### config.mk
export PLATFORM = sky130hd
export DESIGN_NAME = packet_stream_arbiter
export DESIGN_NICKNAME = d
export VERILOG_FILES = /design/src/rtl/packet_stream_arbiter.sv
export SDC_FILE = /design/constraint.sdc
export NUM_CORES = 1
export LEC_CHECK = 0
export CAP_MARGIN = 10
export CORE_ASPECT_RATIO = 0.5
export CORE_MARGIN = 2
export CORE_UTILIZATION = 56
export CTS_BUF_LIST = sky130_fd_sc_hd__clkbuf_4
export CTS_CLUSTER_SIZE = 24
export DETAILED_ROUTE_END_ITERATION = 10
export DONT_BUFFER_PORTS = 1
export GPL_TIMING_DRIVEN = 0
export MAX_ROUTING_LAYER = met4
export PLACE_DENSITY = 0.71
export SYNTH_ARGS = -nofsm -noshare
export SYNTH_HDL_FRONTEND = slang
export SYNTH_SLANG_ARGS = --single-unit
### constraint.sdc
create_clock -name clk -period 3 [get_ports clk]
set_input_delay 0.45 -clock clk [delete_from_list [all_inputs] [get_ports clk]]
set_output_delay 0.45 -clock clk [all_outputs]
set_load 0.01 [all_outputs]
### src/rtl/packet_stream_arbiter.sv
// Four-source packet stream arbiter.
// Round-robin selection at packet boundaries merges the sources into one
// registered stream. An owner that stalls for TIMEOUT cycles inside a packet
// is cut off with a synthetic end-of-packet beat.
module packet_stream_arbiter #(
    parameter int TIMEOUT = 16
) (
    input  logic         clk,
    input  logic         rst,
    input  logic [3:0]   src_valid,
    input  logic [3:0]   src_sop,
    input  logic [3:0]   src_eop,
    input  logic [127:0] src_data,
    output logic [3:0]   src_ready,
    output logic [3:0]   grant,
    output logic         out_valid,
    output logic         out_sop,
    output logic         out_eop,
    output logic [31:0]  out_data,
    output logic         busy,
    output logic         timeout_err,
    output logic [3:0]   timeout_count
);

    localparam logic [0:0] IDLE = 1'b0;
    localparam logic [0:0] XFER = 1'b1;

    logic [0:0]  state;
    logic [1:0]  last_grant;
    logic [7:0]  idle_cnt;
    logic [3:0]  req;
    logic        any_req;
    logic [1:0]  win_idx;
    logic [1:0]  cand;
    logic [1:0]  owner_idx;
    logic        xfer;
    logic        owner_sop;
    logic        owner_eop;
    logic [31:0] owner_data;
    logic        timeout_hit;

    // A request is a valid start-of-packet beat; anything else waits.
    assign req     = src_valid & src_sop;
    assign any_req = (req != 4'b0);

    // Grant is one-hot while a packet is owned, so a simple OR encode suffices.
    assign owner_idx  = {grant[3] | grant[2], grant[3] | grant[1]};
    assign xfer       = (state == XFER) && ((src_valid & grant) != 4'b0);
    assign owner_sop  = src_sop[owner_idx];
    assign owner_eop  = src_eop[owner_idx];
    assign owner_data = src_data[{owner_idx, 5'd0} +: 32];

    // A beat moving on the same cycle always beats the timeout.
    assign timeout_hit = (state == XFER) && !xfer && (idle_cnt == 8'(TIMEOUT));

    assign src_ready = grant;
    assign busy      = (state == XFER);

    // Round-robin search starting just after the previous owner; nearest wins.
    always_comb begin
        win_idx = last_grant;
        cand    = 2'd0;
        for (int k = 4; k >= 1; k--) begin
            cand = last_grant + 2'(k);
            if (req[cand]) begin
                win_idx = cand;
            end
        end
    end

    // Ownership FSM, idle watchdog and the registered merged output stage.
    always_ff @(posedge clk or posedge rst) begin
        if (rst) begin
            state         <= IDLE;
            grant         <= 4'b0;
            last_grant    <= 2'd3;
            idle_cnt      <= 8'd0;
            out_valid     <= 1'b0;
            out_sop       <= 1'b0;
            out_eop       <= 1'b0;
            out_data      <= 32'd0;
            timeout_err   <= 1'b0;
            timeout_count <= 4'd0;
        end else begin
            out_valid   <= 1'b0;
            out_sop     <= 1'b0;
            out_eop     <= 1'b0;
            timeout_err <= 1'b0;
            case (state)
                IDLE: begin
                    if (any_req) begin
                        grant    <= 4'b0001 << win_idx;
                        idle_cnt <= 8'd0;
                        state    <= XFER;
                    end
                end
                XFER: begin
                    if (xfer) begin
                        out_valid <= 1'b1;
                        out_sop   <= owner_sop;
                        out_eop   <= owner_eop;
                        out_data  <= owner_data;
                        idle_cnt  <= 8'd0;
                        if (owner_eop) begin
                            grant      <= 4'b0;
                            last_grant <= owner_idx;
                            state      <= IDLE;
                        end
                    end else if (timeout_hit) begin
                        out_valid   <= 1'b1;
                        out_eop     <= 1'b1;
                        out_data    <= 32'd0;
                        timeout_err <= 1'b1;
                        if (timeout_count != 4'hF) begin
                            timeout_count <= timeout_count + 4'd1;
                        end
                        grant      <= 4'b0;
                        last_grant <= owner_idx;
                        state      <= IDLE;
                    end else begin
                        idle_cnt <= idle_cnt + 8'd1;
                    end
                end
                default: begin
                    grant <= 4'b0;
                    state <= IDLE;
                end
            endcase
        end
    end

endmodule

==> out/metrics.yaml <==
die:
  chipWidth_um: 116
  die_y_um: 59.8
  rows: 20
  die_area_mm2: 0.00691
  floorplan.initialDensity_pct: 57.8
  core_mm2: 0.00603
  ioPinCount: 191
finish:
  seqCellArea_mm2: 0.00138
  multi_input_area_mm2: 0.00190
  fin_nets: 542
  drive_gt1_share_pct: 10.6
  area_delta_synth_final_pct: 6.21
  n_antenna_cell: 0
  fillers: 558
timing:
  max-slew-margin-rel_pct: 62.5
  setup_viol: 0
  fin_tns_setup_ns: 0
  slew_viol_final: 0
  hold_viol_final: 0
  min_period_ns: 2.11
  hold_ws_ns: 0.299
  worst_pin_slew_ns: 0.563
  fmax_ghz: 0.473
  finClkSkew_ns: 0.0125
  rsz0062_at_grt: "no"
  fin_crit_sh_pct: 70.4
global_routing:
  antenna_found_initial: 0
  grt_use_total_pct: 28.5
  grt_remaining_overflow: 0
  grt_pass1_vias: 3025
  grt_first_pass_wirelength_um: 14700
  grt_max_degree: 43
logic_synthesis:
  avgSynthCellArea_um2: 8.98
  ys.flop_type: "dfrtp_1"
  syn-cell-area_mm2: 0.00348
  ys_seq_elements: 55
  synth_nets: 533
  synth_cells: 388
  synth_warnings: 0
  ys_seq_area_share_pct: 39.6
  synth-edff-count: 0
  ys_types: 49
  async_flop_share_pct: 100
clock_tree:
  cts_tree: "yes"
  postCtsSetupBuffers: 0
  h-tree-depth: 2
  clock_latency_ns: 0.39
  cts.sinks: 55
  path_clk_slew_ns: 0.16
  hold_buffers: 1
  cts_root_buf: "clkbuf_4"
  cts_buffer_depth: 2
  cts_buffers: 5
  post_cts_resized: 0
detailed_routing:
  drc: 0
  wire_per_inst_um: 19.3
  ant_nets: 0
  dr.pass1.iters: 5
  drt-total-wl_um: 9360
  drt_iter0_drc: 187
  drt-vias-per-instance: 6.34
  via_count: 3081
setup_path:
  crit_path_cell_trace: "inv_1 > ha_1 > nor4b_2 > and3_2 > o21ai_2 > clkbuf_1 > a32o_1"
  critPathTopFamily: "compound AO/OA/AOI/OAI gates"
  cp.required_ns: 3.34
  cp.arrival_ns: 2.45
  max_stage_delay_ns: 0.43
  crit_buf_inv: 2
  cp-end-kind: "flop"
  slowest_stage: "clkbuf_1"
  worstPathMaxFanout: 10
  crit_type: "flop to flop"
  start_kind: "flop"
placed_design:
  io_buffers: 0
  dp_hpwl_um: 7130
  routabilityCongestion: 0.856
power:
  p_leak_nw: 1.56
  p_total_mw: 3.89
  power_density_mw_per_mm2: 1050
  peakVddDrop_mv: 0.483
min_path:
  hold_path_class: "input port to flop"
outcome:
  status: "complete, no violations"
run:
  maxCapViolCount: 0
cell type report:
cell class                      instances  area share (%)
Timing Repair Buffer                    2           0.811
Sequential cell                        55            37.3
Inverter                                4           0.406
Buffer                                 33            5.17
Clock inverter                          3            1.05
Clock buffer                            5            1.01
Tap cell                               88            2.97
Multi-Input combinational cell        296            51.3
power by group:
| part | switching, mW | total [mW] | internal [mW] |
|---|---|---|---|
| combinational | 1.25 | 2.07 | 0.820 |
| sequential | 0.364 | 1.41 | 1.04 |
| clock | 0.240 | 0.412 | 0.172 |
routing by layer:
layer | wire [µm] | track usage, % | part of all wire, %
met5 | 0 | - | 0
met4 | 127 | 7.92 | 1.4
met3 | 689 | 8.32 | 7.4
met2 | 4770 | 46.8 | 51
met1 | 3770 | 34.9 | 40
worst min-delay path, delay by kind of cell:
kind | cells | cell delay, ns
AND/OR/NAND/NOR | 1 | 0.08
AO/OA/AOI/OAI | 2 | 0.11
final timing paths:
| path | from | endpoint | cells past startpoint | slack [ns] |
|---|---|---|---|---|
| hold / removal | src_valid[0] | idle_cnt[3] | 3 | 0.30 |
| setup reg to reg | idle_cnt[0] | out_data[2] | 7 | 0.89 |
| setup / recovery | idle_cnt[0] | out_data[2] | 7 | 0.89 |
| min in group asynchronous | rst | grant[1] | 2 | 0.45 |
| hold reg to reg | idle_cnt[2] | idle_cnt[2] | 1 | 0.54 |
| max in group asynchronous | rst | last_grant[1] | 3 | 1.98 |
placed cells by master, fill, tap and decap left out, drive strengths merged, types with 3 or more instances in the layout:
cell type	n
a21oi	5
a22o	5
a22oi	3
a32o	32
and3	4
buf	12
clkbuf	26
dfrtp	53
ha	3
inv	4
mux2	3
mux2i	36
nand2	78
nand3	40
nor2	15
o21ai	46
flip-flops by register name, indices dropped and copies added (netlist names), 2 cells and up:
signal         count
grant              4
idle_cnt           8
last_grant         2
out_data          32
timeout_count      4
synth_stat cells (2+ instances only):
library cell | number | area [µm²]
or2_2 | 2 | 12.5
buf_4 | 4 | 30.0
nand2_1 | 78 | 293
ha_1 | 3 | 37.5
nand4_1 | 2 | 12.5
nand2b_1 | 2 | 12.5
and3_1 | 3 | 18.8
a21oi_1 | 5 | 25.0
dfrtp_1 | 53 | 1330
o31ai_1 | 2 | 15.0
mux2i_1 | 36 | 360
nor2_1 | 13 | 48.8
a22o_1 | 4 | 35.0
dfstp_2 | 2 | 52.6
nor2b_1 | 2 | 12.5
mux2_1 | 2 | 22.5
buf_2 | 5 | 25.0
a32o_1 | 32 | 320
xnor2_1 | 2 | 17.5
clkbuf_1 | 19 | 71.3
nand3_1 | 39 | 195
inv_1 | 4 | 15.0
a21boi_2 | 2 | 22.5
a31oi_1 | 2 | 12.5
clkbuf_8 | 2 | 27.5
o21ai_0 | 45 | 225
logic make-up (layout without fill, tap and decap cells):
family / Yosys count / count (layout) / share of synthesized area [%]
buffers and inverters: 37 / 47 / 5.92
flip-flops: 55 / 55 / 39.6
AND/OR/NAND/NOR: 151 / 151 / 20.1
multiplexers: 39 / 39 / 11.3
XOR/XNOR: 3 / 3 / 0.754
adder cells (fa/ha/maj): 3 / 3 / 1.08
AO/OA/AOI/OAI: 100 / 100 / 21.3
metrics by stage:
| step | util, % | worst slack (ns) | cells | cell area (µm²) |
|---|---|---|---|---|
| finish | 61.4 | 0.887 | 486 | 3700 |
| CTS | 61.4 | 0.882 | 486 | 3700 |
| global route | 61.4 | 0.736 | 486 | 3700 |
| floorplan | - | 1.21 | 388 | 3480 |
| detailed placement | 59.9 | 0.916 | 477 | 3610 |
| global placement | 59.6 | 0.607 | 476 | 3590 |
(Power assumes the default switching activity.)
==> variant 1: new RTL, same flow settings <==
Register the output `timeout_err` once more, with the module's reset; this adds one clock of latency there. The other outputs are not delayed to match.
--- a/src/rtl/packet_stream_arbiter.sv
+++ b/src/rtl/packet_stream_arbiter.sv
@@ -24,6 +24,8 @@
 
     localparam logic [0:0] IDLE = 1'b0;
     localparam logic [0:0] XFER = 1'b1;
+
+    logic timeout_err_s0;
 
     logic [0:0]  state;
     logic [1:0]  last_grant;
@@ -79,13 +81,13 @@
             out_sop       <= 1'b0;
             out_eop       <= 1'b0;
             out_data      <= 32'd0;
-            timeout_err   <= 1'b0;
+            timeout_err_s0 <= 1'b0;
             timeout_count <= 4'd0;
         end else begin
             out_valid   <= 1'b0;
             out_sop     <= 1'b0;
             out_eop     <= 1'b0;
-            timeout_err <= 1'b0;
+            timeout_err_s0 <= 1'b0;
             case (state)
                 IDLE: begin
                     if (any_req) begin
@@ -110,7 +112,7 @@
                         out_valid   <= 1'b1;
                         out_eop     <= 1'b1;
                         out_data    <= 32'd0;
-                        timeout_err <= 1'b1;
+                        timeout_err_s0 <= 1'b1;
                         if (timeout_count != 4'hF) begin
                             timeout_count <= timeout_count + 4'd1;
                         end
@@ -129,5 +131,13 @@
         end
     end
 
+    always_ff @(posedge clk or posedge rst) begin
+        if (rst) begin
+            timeout_err <= '0;
+        end else begin
+            timeout_err <= timeout_err_s0;
+        end
+    end
+
 endmodule
 
Check against the original RTL: same outputs for any inputs over 10 cycles, from zero or initial values and one cycle with rst high; that may be too few to reach the edited logic, so the function may still have changed.
==> variant 1 against the original RTL <==
  * Clock power grew 5%
  * Power increased by 8.1%
  * Routed wire length is 0.50% lower
  * Setup slack improved by 0.075 ns
  * Sequential cell count rose by 1
  * Area after synthesis grew 0.68%
  * Global-route usage shrank 1.9 points
  * Combinational power grew 14%
  * Final area rose by 0.88%
  * Critical path depth is 1 lower
  * Largest power group unchanged
==> variant 1: results (changes against the original RTL) <==
outcome finished, final reports clean (unchanged); Layout non-clock buf frac 0.0536 (was 0.0598); Worst EP arrival 2.38 ns (was 2.45 ns); Layout Skew 0.00572 ns (was 0.0125 ns); Slew HR 0.586 (was 0.625); layout net count 543 (was 542); Worst R2R Setup Slack 0.96 ns (was 0.89 ns); synth cell count leaders nand2_1, dfrtp_1, o21ai_0 (unchanged); Slowest cell on crit path dfrtp_1 (was clkbuf_1); depth of the worst register-to-register path 6 (was 7); Post-Syn Instances 389 (was 388); hold_sp src_sop[2] (was src_valid[0]); hpwl dp 7.06 mm (was 7.13 mm); Placement Setup Slack 0.971 ns (was 0.916 ns); delay-heaviest family, CP buffers and inverters (was compound AO/OA/AOI/OAI gates); post-synthesis sequential area ratio 0.400 (was 0.396); Horiz. Die Dim 116 um (about the same); share of cells above drive strength 1 0.0952 (was 0.106); DR iter-0 viols 256 (was 187); Seq pwr share 0.340 (was 0.362); Net Sw Power 2.02 mW (was 1.85 mW); Clock Network Area Fraction 0.0228 (was 0.0206); Placed Cells 478 (was 477); first-pass GRT wire length 13.8 mm (was 14.7 mm); total number of vias 3114 (was 3081); vias in the first global route 2807 (was 3025); #MultiIn Comb 292 (was 296); worst vdd ir 0.465 mV (was 0.483 mV); grt met1 use 0.317 (was 0.349); Worst Slack Setup Final 0.962 ns (was 0.887 ns); Non-CTS buffers 37 (was 35); post-DR vias/cell 6.39 (was 6.34); Final GP Congestion 0.954 (was 0.856); Placed Area 0.00364 mm^2 (was 0.00361 mm^2); Critical Path Max Stage Delay 0.53 ns (was 0.43 ns); Min Hold Slack 0.318 ns (was 0.299 ns); Fillers 545 (was 558); hold path endpoint out_sop$_DFF_PP0_ (was idle_cnt[3]$_DFFE_PP0P_)
==> variant 1: cell count changes in the layout (fill, tap and decap cells not counted), moves of 3 or more <==
| cell | unedited run | this run |
|---|---|---|
| nor2_1 | 13 | 16 |
| o211ai_1 | 1 | 6 |
| a32o_1 | 32 | 36 |
| o21ai_0 | 45 | 38 |
| nand2_1 | 78 | 73 |
| xor2_1 | 1 | 6 |
| nand3_1 | 39 | 36 |
==> variant 1: layer usage <==
layer / vias up / wire length (um)
met5: - / 0
met4: 0 / 91
met3: 15 / 914
met2: 130 / 4680
met1: 1534 / 3630
li1: 1435 / -
==> variant 1: cells by family after synthesis <==
group	Yosys count	share of synthesized area
AOI/OAI and AO/OA	102	0.222
DFF	56	0.400
xor gates and xnor gates	7	0.0175
and+or+nand+nor	143	0.188
buffers and inverters	41	0.0549
adders and majority gates	3	0.0107
muxes	37	0.107
==> variant 2: new RTL, config.mk and constraints unchanged <==
Without the edit above. Change the parameter `TIMEOUT` from 16 to 15.
--- a/src/rtl/packet_stream_arbiter.sv
+++ b/src/rtl/packet_stream_arbiter.sv
@@ -3,7 +3,7 @@
 // registered stream. An owner that stalls for TIMEOUT cycles inside a packet
 // is cut off with a synthetic end-of-packet beat.
 module packet_stream_arbiter #(
-    parameter int TIMEOUT = 16
+    parameter int TIMEOUT = 15
 ) (
     input  logic         clk,
     input  logic         rst,
Behaviour: same outputs for any inputs over 10 cycles, from zero or initial values and one cycle with rst high; that may be too few to reach the edited logic, so the function may still have changed.
==> variant 2 against the original RTL <==
  * Area after synthesis down 0.90%
  * Sequential cell count unchanged
  * Count of clock-buffer cells in the layout unchanged
  * Power up 0.56%
  * Largest power group unchanged
  * Routed wire length down 0.44%
  * Critical path depth down 1
  * Setup slack better by 0.16 ns
  * Final area down 1.1%
==> variant 2: results (changes against the original RTL) <==
outcome finished, final reports clean (unchanged); DR WL/cell 19.9 um (was 19.3 um); Placement Setup Slack 1.09 ns (was 0.916 ns); Worst Tran Pin Value 0.617 ns (was 0.563 ns); Layout Skew 0.0181 ns (was 0.0125 ns); Critical Path Max Stage Delay 0.45 ns (was 0.43 ns); Area contributors post-synth dfrtp_1, a32o_1, mux2i_1, nand2_1, o21ai_0 (was dfrtp_1, mux2i_1, a32o_1, nand2_1, o21ai_0); Compound-Gate Fraction of Synth Area 0.235 (was 0.213); Initial DRT Pass Iterations 4 (was 5); Placed Area 0.00357 mm^2 (was 0.00361 mm^2); met2 WL 4.81 mm (was 4.77 mm); GRT Total Usage 0.270 (was 0.285); depth of the worst register-to-register path 6 (was 7); Min Hold Slack 0.320 ns (was 0.299 ns); post-synthesis sequential area ratio 0.399 (was 0.396); Worst R2R Setup Slack 1.04 ns (was 0.89 ns); worst vdd ir 0.382 mV (was 0.483 mV); hpwl dp 7.19 mm (was 7.13 mm); hold path endpoint out_sop$_DFF_PP0_ (was idle_cnt[3]$_DFFE_PP0P_); Synth cell types 47 (was 49); grt met1 use 0.309 (was 0.349); synth cell count leaders nand2_1, dfrtp_1, o21ai_0 (unchanged); vias in the first global route 2808 (was 3025); post-DR vias/cell 6.39 (was 6.34); Max Fclk 0.511 GHz (was 0.473 GHz); Pleak 1.58 nW (was 1.56 nW); first-pass GRT wire length 13.8 mm (was 14.7 mm); Post-Syn Instances 381 (was 388); Worst EP arrival 2.29 ns (was 2.45 ns); layout net count 534 (was 542); Placed Cells 459 (was 477); hold_sp src_sop[2] (was src_valid[0]); met2 Usage GRT 0.485 (was 0.468); Switching Share 0.476 (was 0.477); mux share of post-synthesis cell area 0.108 (was 0.113); Final GP Congestion 0.888 (was 0.856); xor/xnor share of the synthesized area 0.0127 (was 0.00754)
-- variant 2: power by group through the flow --
stage	registers, mW	clock network, mW	logic, mW
after global placement	1.40	0	2.00
after detailed placement	1.42	0	2.09
after CTS	1.40	0.429	2.09
after floorplan	1.33	0	1.66
final	1.40	0.426	2.09
after global routing	1.44	0.457	2.33
-- variant 2: what timing repair did --
item,4_1_cts,5_1_grt
endpoints found under the hold margin,20,0
setup buffers,0,0
hold buffers,1,0
gates resized for setup,0,0
-- variant 2: area by class of cell --
type | instances | area [um^2] | area share
Tap cell | 77 | 96.3 | 0.0263
Clock inverter | 3 | 42.5 | 0.0116
Multi-Input combinational cell | 291 | 1910 | 0.521
Inverter | 2 | 7.51 | 0.00205
Sequential cell | 55 | 1380 | 0.377
Clock buffer | 5 | 37.5 | 0.0103
Timing Repair Buffer | 2 | 30.0 | 0.00821
Buffer | 33 | 159 | 0.0434
